===== config.mk =====
export PLATFORM = sky130hd
export DESIGN_NAME = ring_decoder
export DESIGN_NICKNAME = d
export VERILOG_FILES = /design/src/rtl/ring_pkg.sv /design/src/rtl/ring_onehot_enc.sv /design/src/rtl/ring_decoder.sv
export SDC_FILE = /design/constraint.sdc
export NUM_CORES = 1
export LEC_CHECK = 0
export BUFFER_PORTS_ARGS = -buffer_cell sky130_fd_sc_hd__buf_2
export CAP_MARGIN = 20
export CORE_UTILIZATION = 45
export CTS_CLUSTER_DIAMETER = 60
export DETAILED_ROUTE_END_ITERATION = 16
export PLACE_DENSITY_LB_ADDON = 0.25
export SYNTH_ARGS = -nofsm -noshare
export SYNTH_HDL_FRONTEND = slang
export SYNTH_SLANG_ARGS = --single-unit

===== constraint.sdc =====
create_clock -name clk -period 2.1 [get_ports clk]
set_input_delay 0.21 -clock clk [delete_from_list [all_inputs] [get_ports clk]]
set_output_delay 0.21 -clock clk [all_outputs]
set_load 0.02 [all_outputs]

===== src/rtl/ring_pkg.sv =====
// Shared ring definitions: decoder FSM states and the rotation rule.
// Used by the ring counter and by ring_decoder.
package ring_pkg;

    typedef enum logic [1:0] {
        HUNT   = 2'd0,
        SYNC   = 2'd1,
        LOCKED = 2'd2
    } ring_state_e;

    // Ring rotates toward lower bit positions: k -> (k + n - 1) mod n.
    function automatic int unsigned ring_next_idx(input int unsigned k, input int unsigned n);
        return (k + n - 1) % n;
    endfunction

endpackage : ring_pkg


===== src/rtl/ring_onehot_enc.sv =====
// One-hot detector and binary encoder for an N-bit ring sample.
// Ports: vec_i (sample), is_onehot_o (exactly one bit set), idx_o (position of
// the set bit; meaningful only when is_onehot_o is high).
module ring_onehot_enc #(
    parameter int unsigned N = 4
) (
    input  logic [N-1:0]         vec_i,
    output logic                 is_onehot_o,
    output logic [$clog2(N)-1:0] idx_o
);

    localparam int unsigned IW = $clog2(N);

    logic seen;
    logic multi;

    // Scan all bits: track whether any and more than one are set.
    always_comb begin
        seen  = 1'b0;
        multi = 1'b0;
        idx_o = '0;
        for (int i = 0; i < int'(N); i++) begin
            if (vec_i[i]) begin
                if (seen) begin
                    multi = 1'b1;
                end
                seen  = 1'b1;
                idx_o = IW'(i);
            end
        end
        is_onehot_o = seen && !multi;
    end

endmodule : ring_onehot_enc


===== src/rtl/ring_decoder.sv =====
// Ring pattern decoder: tracks a rotating one-hot ring, locks after LOCK_CNT
// consecutive correct steps, flags loss of lock and counts revolutions.
// Ports: clk, rstn (sync active-low), ring_in/ring_vld (qualified sample),
// idx (last one-hot position), locked, err (loss-of-lock pulse), err_cnt
// (saturating), rev_pulse (revolution pulse), rev_cnt (wrapping).
module ring_decoder
    import ring_pkg::*;
#(
    parameter int unsigned N        = 4,
    parameter int unsigned LOCK_CNT = 3,
    parameter int unsigned REV_W    = 8,
    parameter int unsigned ERR_W    = 4
) (
    input  logic                 clk,
    input  logic                 rstn,
    input  logic [N-1:0]         ring_in,
    input  logic                 ring_vld,
    output logic [$clog2(N)-1:0] idx,
    output logic                 locked,
    output logic                 err,
    output logic [ERR_W-1:0]     err_cnt,
    output logic                 rev_pulse,
    output logic [REV_W-1:0]     rev_cnt
);

    localparam int unsigned IW = $clog2(N);
    localparam int unsigned CW = $clog2(LOCK_CNT + 1);

    ring_state_e      state_q, state_d;
    logic [IW-1:0]    idx_q, idx_d;
    logic [CW-1:0]    cnt_q, cnt_d;
    logic             locked_q, locked_d;
    logic             err_q, err_d;
    logic [ERR_W-1:0] err_cnt_q, err_cnt_d;
    logic             rev_pulse_q, rev_pulse_d;
    logic [REV_W-1:0] rev_cnt_q, rev_cnt_d;

    logic             is_onehot;
    logic [IW-1:0]    enc_idx;
    logic [IW-1:0]    exp_idx;
    logic             at_exp;
    logic [CW-1:0]    cnt_inc;

    ring_onehot_enc #(.N(N)) u_enc (
        .vec_i       (ring_in),
        .is_onehot_o (is_onehot),
        .idx_o       (enc_idx)
    );

    assign exp_idx = IW'(ring_next_idx(32'(idx_q), N));
    assign at_exp  = is_onehot && (enc_idx == exp_idx);
    assign cnt_inc = cnt_q + CW'(1);

    // State and output registers.
    always_ff @(posedge clk) begin
        if (!rstn) begin
            state_q     <= HUNT;
            idx_q       <= '0;
            cnt_q       <= '0;
            locked_q    <= 1'b0;
            err_q       <= 1'b0;
            err_cnt_q   <= '0;
            rev_pulse_q <= 1'b0;
            rev_cnt_q   <= '0;
        end else begin
            state_q     <= state_d;
            idx_q       <= idx_d;
            cnt_q       <= cnt_d;
            locked_q    <= locked_d;
            err_q       <= err_d;
            err_cnt_q   <= err_cnt_d;
            rev_pulse_q <= rev_pulse_d;
            rev_cnt_q   <= rev_cnt_d;
        end
    end

    // Next-state logic.
    always_comb begin
        state_d = state_q;
        if (ring_vld) begin
            case (state_q)
                HUNT: begin
                    if (is_onehot) begin
                        state_d = SYNC;
                    end
                end
                SYNC: begin
                    if (!is_onehot) begin
                        state_d = HUNT;
                    end else if (at_exp && (cnt_inc == CW'(LOCK_CNT))) begin
                        state_d = LOCKED;
                    end
                end
                LOCKED: begin
                    if (!at_exp) begin
                        state_d = HUNT;
                    end
                end
                default: state_d = HUNT;
            endcase
        end
    end

    // Datapath and output next values; pulses drop whenever no sample arrives.
    always_comb begin
        idx_d       = idx_q;
        cnt_d       = cnt_q;
        locked_d    = locked_q;
        err_d       = 1'b0;
        err_cnt_d   = err_cnt_q;
        rev_pulse_d = 1'b0;
        rev_cnt_d   = rev_cnt_q;
        if (ring_vld) begin
            locked_d = (state_d == LOCKED);
            case (state_q)
                HUNT: begin
                    if (is_onehot) begin
                        idx_d = enc_idx;
                        cnt_d = '0;
                    end
                end
                SYNC: begin
                    if (is_onehot) begin
                        idx_d = enc_idx;
                        cnt_d = at_exp ? cnt_inc : '0;
                    end
                end
                LOCKED: begin
                    if (at_exp) begin
                        idx_d = enc_idx;
                        if (enc_idx == '0) begin
                            rev_pulse_d = 1'b1;
                            rev_cnt_d   = rev_cnt_q + REV_W'(1);
                        end
                    end else begin
                        err_d = 1'b1;
                        if (err_cnt_q != {ERR_W{1'b1}}) begin
                            err_cnt_d = err_cnt_q + ERR_W'(1);
                        end
                    end
                end
                default: ;
            endcase
        end
    end

    assign idx       = idx_q;
    assign locked    = locked_q;
    assign err       = err_q;
    assign err_cnt   = err_cnt_q;
    assign rev_pulse = rev_pulse_q;
    assign rev_cnt   = rev_cnt_q;

endmodule : ring_decoder


==> run metrics, run 1 <==
RSZ-0062 raised after global routing=false; nets=about 170; share of cells above drive strength 1=25.3%; gpl congestion=about 0.93; die span in x=53.2 um; #FFs+latches synth=21; DRT iter0 DRCs=24; n_diodes=0; Clock Pin Slew Worst Setup and Hold Paths=about 0.13 ns; Synth area leaders=dfxtp_1 (36%), a21oi_1 (5.1%), nand2_1 (3.5%), ha_1 (3.2%), o31a_1 (3.0%); reg2reg start=idx[1]; flop2flop setup slack=between 0.2 and 0.25 ns; final slew viol count=0; Synth async-reset ratio=0%; root buf cell=clkbuf_4; Mapped Cells=about 130; CP Cell Sequence=nor3b_1 -> o21ai_2 -> and2_4 -> or4_1 -> a21oi_1; hold path startpoint=rstn; Synth top area share=35.6%; crit path DAT=2.13 ns; Synth Area per Inst=just under 9 um^2; Yosys top cell by area=dfxtp_1; Slew headroom=approximately two thirds; gr usage total=20.1%; multiplexer share of the synthesized area=less than 1%; crit path kind=flop to flop; Leak Pwr=~0.57 nW; vias=1072; GRT overflow=0; cts hold-fix bufs=0; cts bufs inserted=3; Mapped Nets=142; period utilization=89.3%; I/O Buffers=23; die height=between 50 and 60 um; largest net degree at the start of global routing=17; kind of cell adding the most delay to the critical path=simple AND/OR/NAND/NOR gates; Seq/Total Area, Yosys=a little over a third; die area=2830 um^2; vias per inst=5.70; Worst-Skew Late Latency=~0.32 ns; dpl hpwl=approximately 1.9 mm; Hold Path Class=input pin to flop; # DRC=0; outcome=finished clean; Worst EP required=approximately 2.4 ns; Synth Cell Area=about 1200 um^2; num rows=18; worst-path fanout max=8; Synth Warn #=0; synth unique cells=46; initial antenna violation count=0; Area Growth Syn to Fin=15.3%; Hold Crit Depth=2; Max Clock Skew=0.00656 ns; routed len/inst=between 10 and 15 um; worst hold path endpoint=rev_cnt[6]; post-synthesis adder-cell area fraction=around 3.2%; Pwr Density=about 500 nW/um^2; Post-synth EDFFs=0; worst stage delay on the critical path=~0.48 ns; Max Cap Viol=0; TritonCTS Sinks=21; clock buffer depth=2; FF-to-FF path depth=5; Post-CTS Setup Bufs=0; Final min period=about 1.9 ns; main combinational cell family by area after synthesis=simple AND/OR/NAND/NOR gates; Post-Synth XOR/XNOR Area=2.23%; DP Area=roughly 1300 um^2; TritonCTS clock tree=built; Total Power=just under 0.7 mW; final setup vio count=0; drt pass-1 iters=4; CP max-delay cell=dfxtp_1; f_max=between 0.5 and 0.6 GHz; setup total negative slack=0 ns; min setup slack post-route=0.225 ns; startpoint types=flop; final hold vios=0; Initial Utilization=a little under half; vias in the first global route=between 900 and 1000; fin area=about 1400 um^2; setup slack at placement=0.314 ns; WP buf/inv=0; first-pass GRT wire length=~4.1 mm; hold slack=around 0.20 ns; post-CTS sizing=0; dominant synthesized flop cell=dfxtp_1; final WL=2.52 mm; VDD IR-drop max=between 0.3 and 0.4 mV; endpoint type of the worst setup path=flop; Synth Area in Compound Gates=between 20% and 30%; Worst R2R End=state_q[1]; H-tree levels=1; I/O pin total=24; Core Region=2480 um^2; Least-Margin Pin Slew=about 0.52 ns; Synth Area in Simple Gates=between 20% and 30%; ANT nets after route=0
[power breakdown]
group          switching (mW)  leakage, nW  internal, mW  total [mW]
clock                   0.137       0.0177        0.0714       0.208
sequential            0.00722        0.169         0.402       0.409
combinational          0.0440        0.385        0.0284      0.0724
[synthesized netlist by cell type, types with 2 or more instances]
cell and n:
a211oi_1 2, a21bo_2 2, a21oi_1 12, a31oi_1 3
and2_1 2, and3_1 4, clkbuf_1 2, dfxtp_1 21
ha_1 3, inv_1 6, nand2_1 11, nand3_1 6
nand3b_1 4, nor2_1 9, nor2b_1 5, nor4_1 2
o21ai_0 5, o31a_1 4, xnor2_1 2
[how the worst max path moves through the flow]
| stage | start | depth (start not counted) | endpoint | slack [ns] |
|---|---|---|---|---|
| floorplan | idx[0] | 5 | state_q[1] | 0.30 |
| global placement | idx[1] | 5 | state_q[1] | 0.36 |
| detailed placement | idx[1] | 5 | state_q[1] | 0.31 |
| CTS | idx[1] | 5 | state_q[1] | 0.25 |
| global route | idx[1] | 5 | rev_cnt[6] | 0.19 |
| finish | idx[1] | 5 | state_q[1] | 0.23 |
[stage by stage]
step / instances / utilization, %
global route: 188 / 54.9
detailed placement: 184 / 53.8
floorplan: 132 / -
global placement: 184 / 53.8
finish: 188 / 54.9
CTS: 188 / 54.9
[layout by cell type (no fill, tap or decap), drive strengths merged, types with 2 or more instances in the layout]
master | Yosys | final
a2111oi | 2 | 2
a211oi | 3 | 3
a21bo | 2 | 2
a21oi | 12 | 12
a22oi | 2 | 2
a31oi | 3 | 3
and2 | 3 | 3
and3 | 4 | 4
buf | 0 | 24
clkbuf | 2 | 3
dfxtp | 21 | 21
ha | 3 | 3
inv | 6 | 6
nand2 | 11 | 11
nand3 | 6 | 6
nand3b | 4 | 4
nor2 | 9 | 9
nor2b | 5 | 5
nor3 | 2 | 2
nor3b | 3 | 3
nor4 | 2 | 2
o21ai | 6 | 6
o31a | 4 | 4
xnor2 | 2 | 2
[cell families (layout without fill, tap and decap cells)]
family	count (synthesis)	count (layout)
AO/OA/AOI/OAI	41	41
XOR/XNOR	3	3
adder cells (fa/ha/maj)	3	3
buffers and inverters	8	34
flip-flops	21	21
multiplexers	1	1
AND/OR/NAND/NOR	55	55
[worst reg2reg max path: stages (launching register included)]
cell     delay, ns
dfxtp_1       0.48
nor3b_1       0.30
o21ai_2       0.20
and2_4        0.23
or4_1         0.46
a21oi_1       0.14
[layout make-up]
| cell class | count | area (um^2) |
|---|---|---|
| Fill cell | 249 | 1120 |
| Multi-Input combinational cell | 103 | 729 |
| Sequential cell | 21 | 420 |
| Timing Repair Buffer | 24 | 123 |
| Tap cell | 30 | 37.5 |
| Clock buffer | 3 | 22.5 |
| Inverter | 6 | 22.5 |
| Clock inverter | 1 | 5.00 |
[registers in the layout, indices dropped and copies added, names as in the netlist]
register / flops
rev_cnt: 8
rev_pulse: 1
err: 1
state_q: 2
cnt_q: 2
idx: 2
err_cnt: 4
locked: 1
[per-layer routing]
layer / routed length (um) / track usage [%] / vias up
met5: 0 / 0 / -
met4: 27 / 7.02 / 0
met3: 105 / 5.46 / 4
met2: 1190 / 31.7 / 24
met1: 1200 / 26.0 / 497
li1: - / - / 547
(Power assumes the default switching activity.)
==> run 2, diff against run 1 <==
--- a/config.mk
+++ b/config.mk
@@ -11,6 +11,7 @@
 export CTS_CLUSTER_DIAMETER = 60
 export DETAILED_ROUTE_END_ITERATION = 16
 export PLACE_DENSITY_LB_ADDON = 0.25
+export SETUP_SLACK_MARGIN = 0.4
 export SYNTH_ARGS = -nofsm -noshare
 export SYNTH_HDL_FRONTEND = slang
 export SYNTH_SLANG_ARGS = --single-unit
==> run 2 against run 1 <==
Sequential power barely moved. Register-to-register slack improved by 0.19 ns. Largest power group unchanged. Sequential share of layout area fell by 0.86 points. First-iteration DRC count decreased by 46%. Clock skew is 0.0038 ns lower. Core utilization up 2.6 points.
==> run metrics, run 2 (synthesis results as in run 1) <==
Logic pwr share=11.6% (was 10.5%); I/O pin total=24 (unchanged); vias per inst=5.78 (was 5.70); ANT nets after route=0 (unchanged); TritonCTS clock tree=built (unchanged); setup total negative slack=0 ns (unchanged); Max Clock Skew=0.00280 ns (was 0.00656 ns); largest net degree at the start of global routing=17 (unchanged); crit path DAT=1.90 ns (was 2.13 ns); worst-path fanout max=8 (unchanged); Initial Utilization=47.6% (unchanged); Hold Path Class=input pin to flop (unchanged); Pwr Density=487 nW/um^2 (was 507 nW/um^2); H-tree levels=1 (unchanged); Worst-Skew Late Latency=0.31 ns (was 0.32 ns); flop2flop setup slack=0.42 ns (was 0.23 ns); period utilization=80.2% (was 89.3%); final WL=2.69 mm (was 2.52 mm); gpl congestion=0.874 (was 0.935); vias in the first global route=977 (was 921); Area Growth Syn to Fin=20.7% (was 15.3%); first-pass GRT wire length=4.10 mm (unchanged); Psw=0.189 mW (was 0.188 mW); DRT iter0 DRCs=13 (was 24); clock buffer depth=2 (unchanged); clock share of power=29.5% (was 30.2%); outcome=finished clean (unchanged); final hold vios=0 (unchanged); gr usage total=19.8% (was 20.1%); Sequential cell area=428 um^2 (was 420 um^2); TritonCTS Sinks=21 (unchanged); DP Area=1340 um^2 (was 1330 um^2); startpoint types=flop (unchanged); vias=1109 (was 1072); commonest non-fill, non-tap cells in the layout=buf_2 (23), dfxtp_1 (19), a21oi_1 (12), nand2_1 (11), nor2_1 (9) (was buf_2 (23), dfxtp_1 (21), a21oi_1 (12), nand2_1 (11), nor2_1 (9)); initial antenna violation count=0 (unchanged); die height=53.2 um (unchanged); RSZ-0062 raised after global routing=true (was false); kind of cell adding the most delay to the critical path=compound AO/OA/AOI/OAI gates (was simple AND/OR/NAND/NOR gates); die span in x=53.2 um (unchanged); final slew viol count=0 (unchanged); Clock Pin Slew Worst Setup and Hold Paths=0.12 ns (was 0.13 ns); CP Cell Sequence=and4bb_1 -> a22oi_4 -> a21oi_1 -> o31a_1 -> o31a_1 (was nor3b_1 -> o21ai_2 -> and2_4 -> or4_1 -> a21oi_1); f_max=0.594 GHz (was 0.533 GHz); Core Region=2480 um^2 (unchanged); Sw Share=27.2% (was 27.3%); cts hold-fix bufs=0 (unchanged); Total Power=0.694 mW (was 0.690 mW); Power Internal=0.505 mW (was 0.502 mW); Largest register FFs=8 (unchanged); drt pass-1 iters=4 (unchanged); num rows=18 (unchanged); # DRC=0 (unchanged); Final min period=1.68 ns (was 1.87 ns); commonest non-fill, non-tap cell in the layout=buf_2 (unchanged); VDD IR-drop max=0.394 mV (was 0.378 mV); CP max-delay cell=dfxtp_4 (was dfxtp_1); endpoint type of the worst setup path=flop (unchanged); crit path kind=flop to flop (unchanged); Leak Pwr=0.593 nW (was 0.572 nW); final setup vio count=0 (unchanged); Worst EP required=2.31 ns (was 2.35 ns); Least-Margin Pin Slew=0.539 ns (was 0.516 ns); share of cells above drive strength 1=29.0% (was 25.3%); die area=2830 um^2 (unchanged); Critical Path Most Common Cell=o31a_1; share of power burned in registers=58.9% (was 59.3%); n_diodes=0 (unchanged); nets=173 (was 169); filler cell count=234 (was 249); root buf cell=clkbuf_4 (unchanged); routed len/inst=14.0 um (was 13.4 um); worst stage delay on the critical path=0.40 ns (was 0.48 ns); fin area=1420 um^2 (was 1360 um^2); WP buf/inv=0 (unchanged); GRT overflow=0 (unchanged); dpl hpwl=1.90 mm (was 1.86 mm); area taken by multi-input logic gates=756 um^2 (was 729 um^2); hold slack=0.212 ns (was 0.200 ns); cts bufs inserted=3 (unchanged); Finished Core Util=57.5% (was 54.9%); I/O Buffers=23 (unchanged); Slew headroom=64.1% (was 65.5%); Max Cap Viol=0 (unchanged)
run 2: layer usage:
| layer | track usage, % | vias to the layer above | wire, um |
|---|---|---|---|
| met5 | 0 | - | 0 |
| met4 | 5.70 | 0 | 19 |
| met3 | 6.90 | 4 | 113 |
| met2 | 34.2 | 33 | 1350 |
| met1 | 22.5 | 517 | 1200 |
| li1 | - | 555 | - |
run 2: final cells by class:
class	instances	area share [%]
multi-input combinational	103	53.1
sequential	21	30.1
timing repair buffer	28	10.7
tap	30	2.64
clock buffer	3	1.58
inverter	6	1.58
clock inverter	1	0.351
run 2: path summary, 6_finish.rpt:
check,startpoint,endpoint,depth (start not counted)
hold / removal,rstn,rev_cnt[6],2
hold reg to reg,cnt_q[0],cnt_q[0],2
setup reg to reg,idx[0],idx[0],5
setup / recovery,idx[0],idx[0],5
run 2: power by group through the flow:
stage / logic (mW) / registers, mW / clock network, mW
detailed placement: 0.0729 / 0.418 / 0
CTS: 0.0734 / 0.409 / 0.209
floorplan: 0.0447 / 0.420 / 0
global placement: 0.0708 / 0.418 / 0
finish: 0.0808 / 0.408 / 0.204
global route: 0.0875 / 0.409 / 0.221
run 2: worst register-to-register path: stages (launching register included):
cell and delay [ns]:
dfxtp_4 0.40, and4bb_1 0.23, a22oi_4 0.36, a21oi_1 0.22, o31a_1 0.28, o31a_1 0.10
run 2: per-stage QoR:
stage,std cells,worst slack (ns)
floorplan,132,0.419
global placement,184,0.428
detailed placement,184,0.381
CTS,189,0.383
global route,192,0.344
finish,192,0.416
run 2: timing repair:
item | in CTS | in global routing
cloned | 0 | 0
setup buffers | 1 | 3
endpoints found under the setup margin | 3 | 15
pin swaps | 0 | 13
hold endpoints to repair | 0 | 0
gates resized for setup | 1 | 5
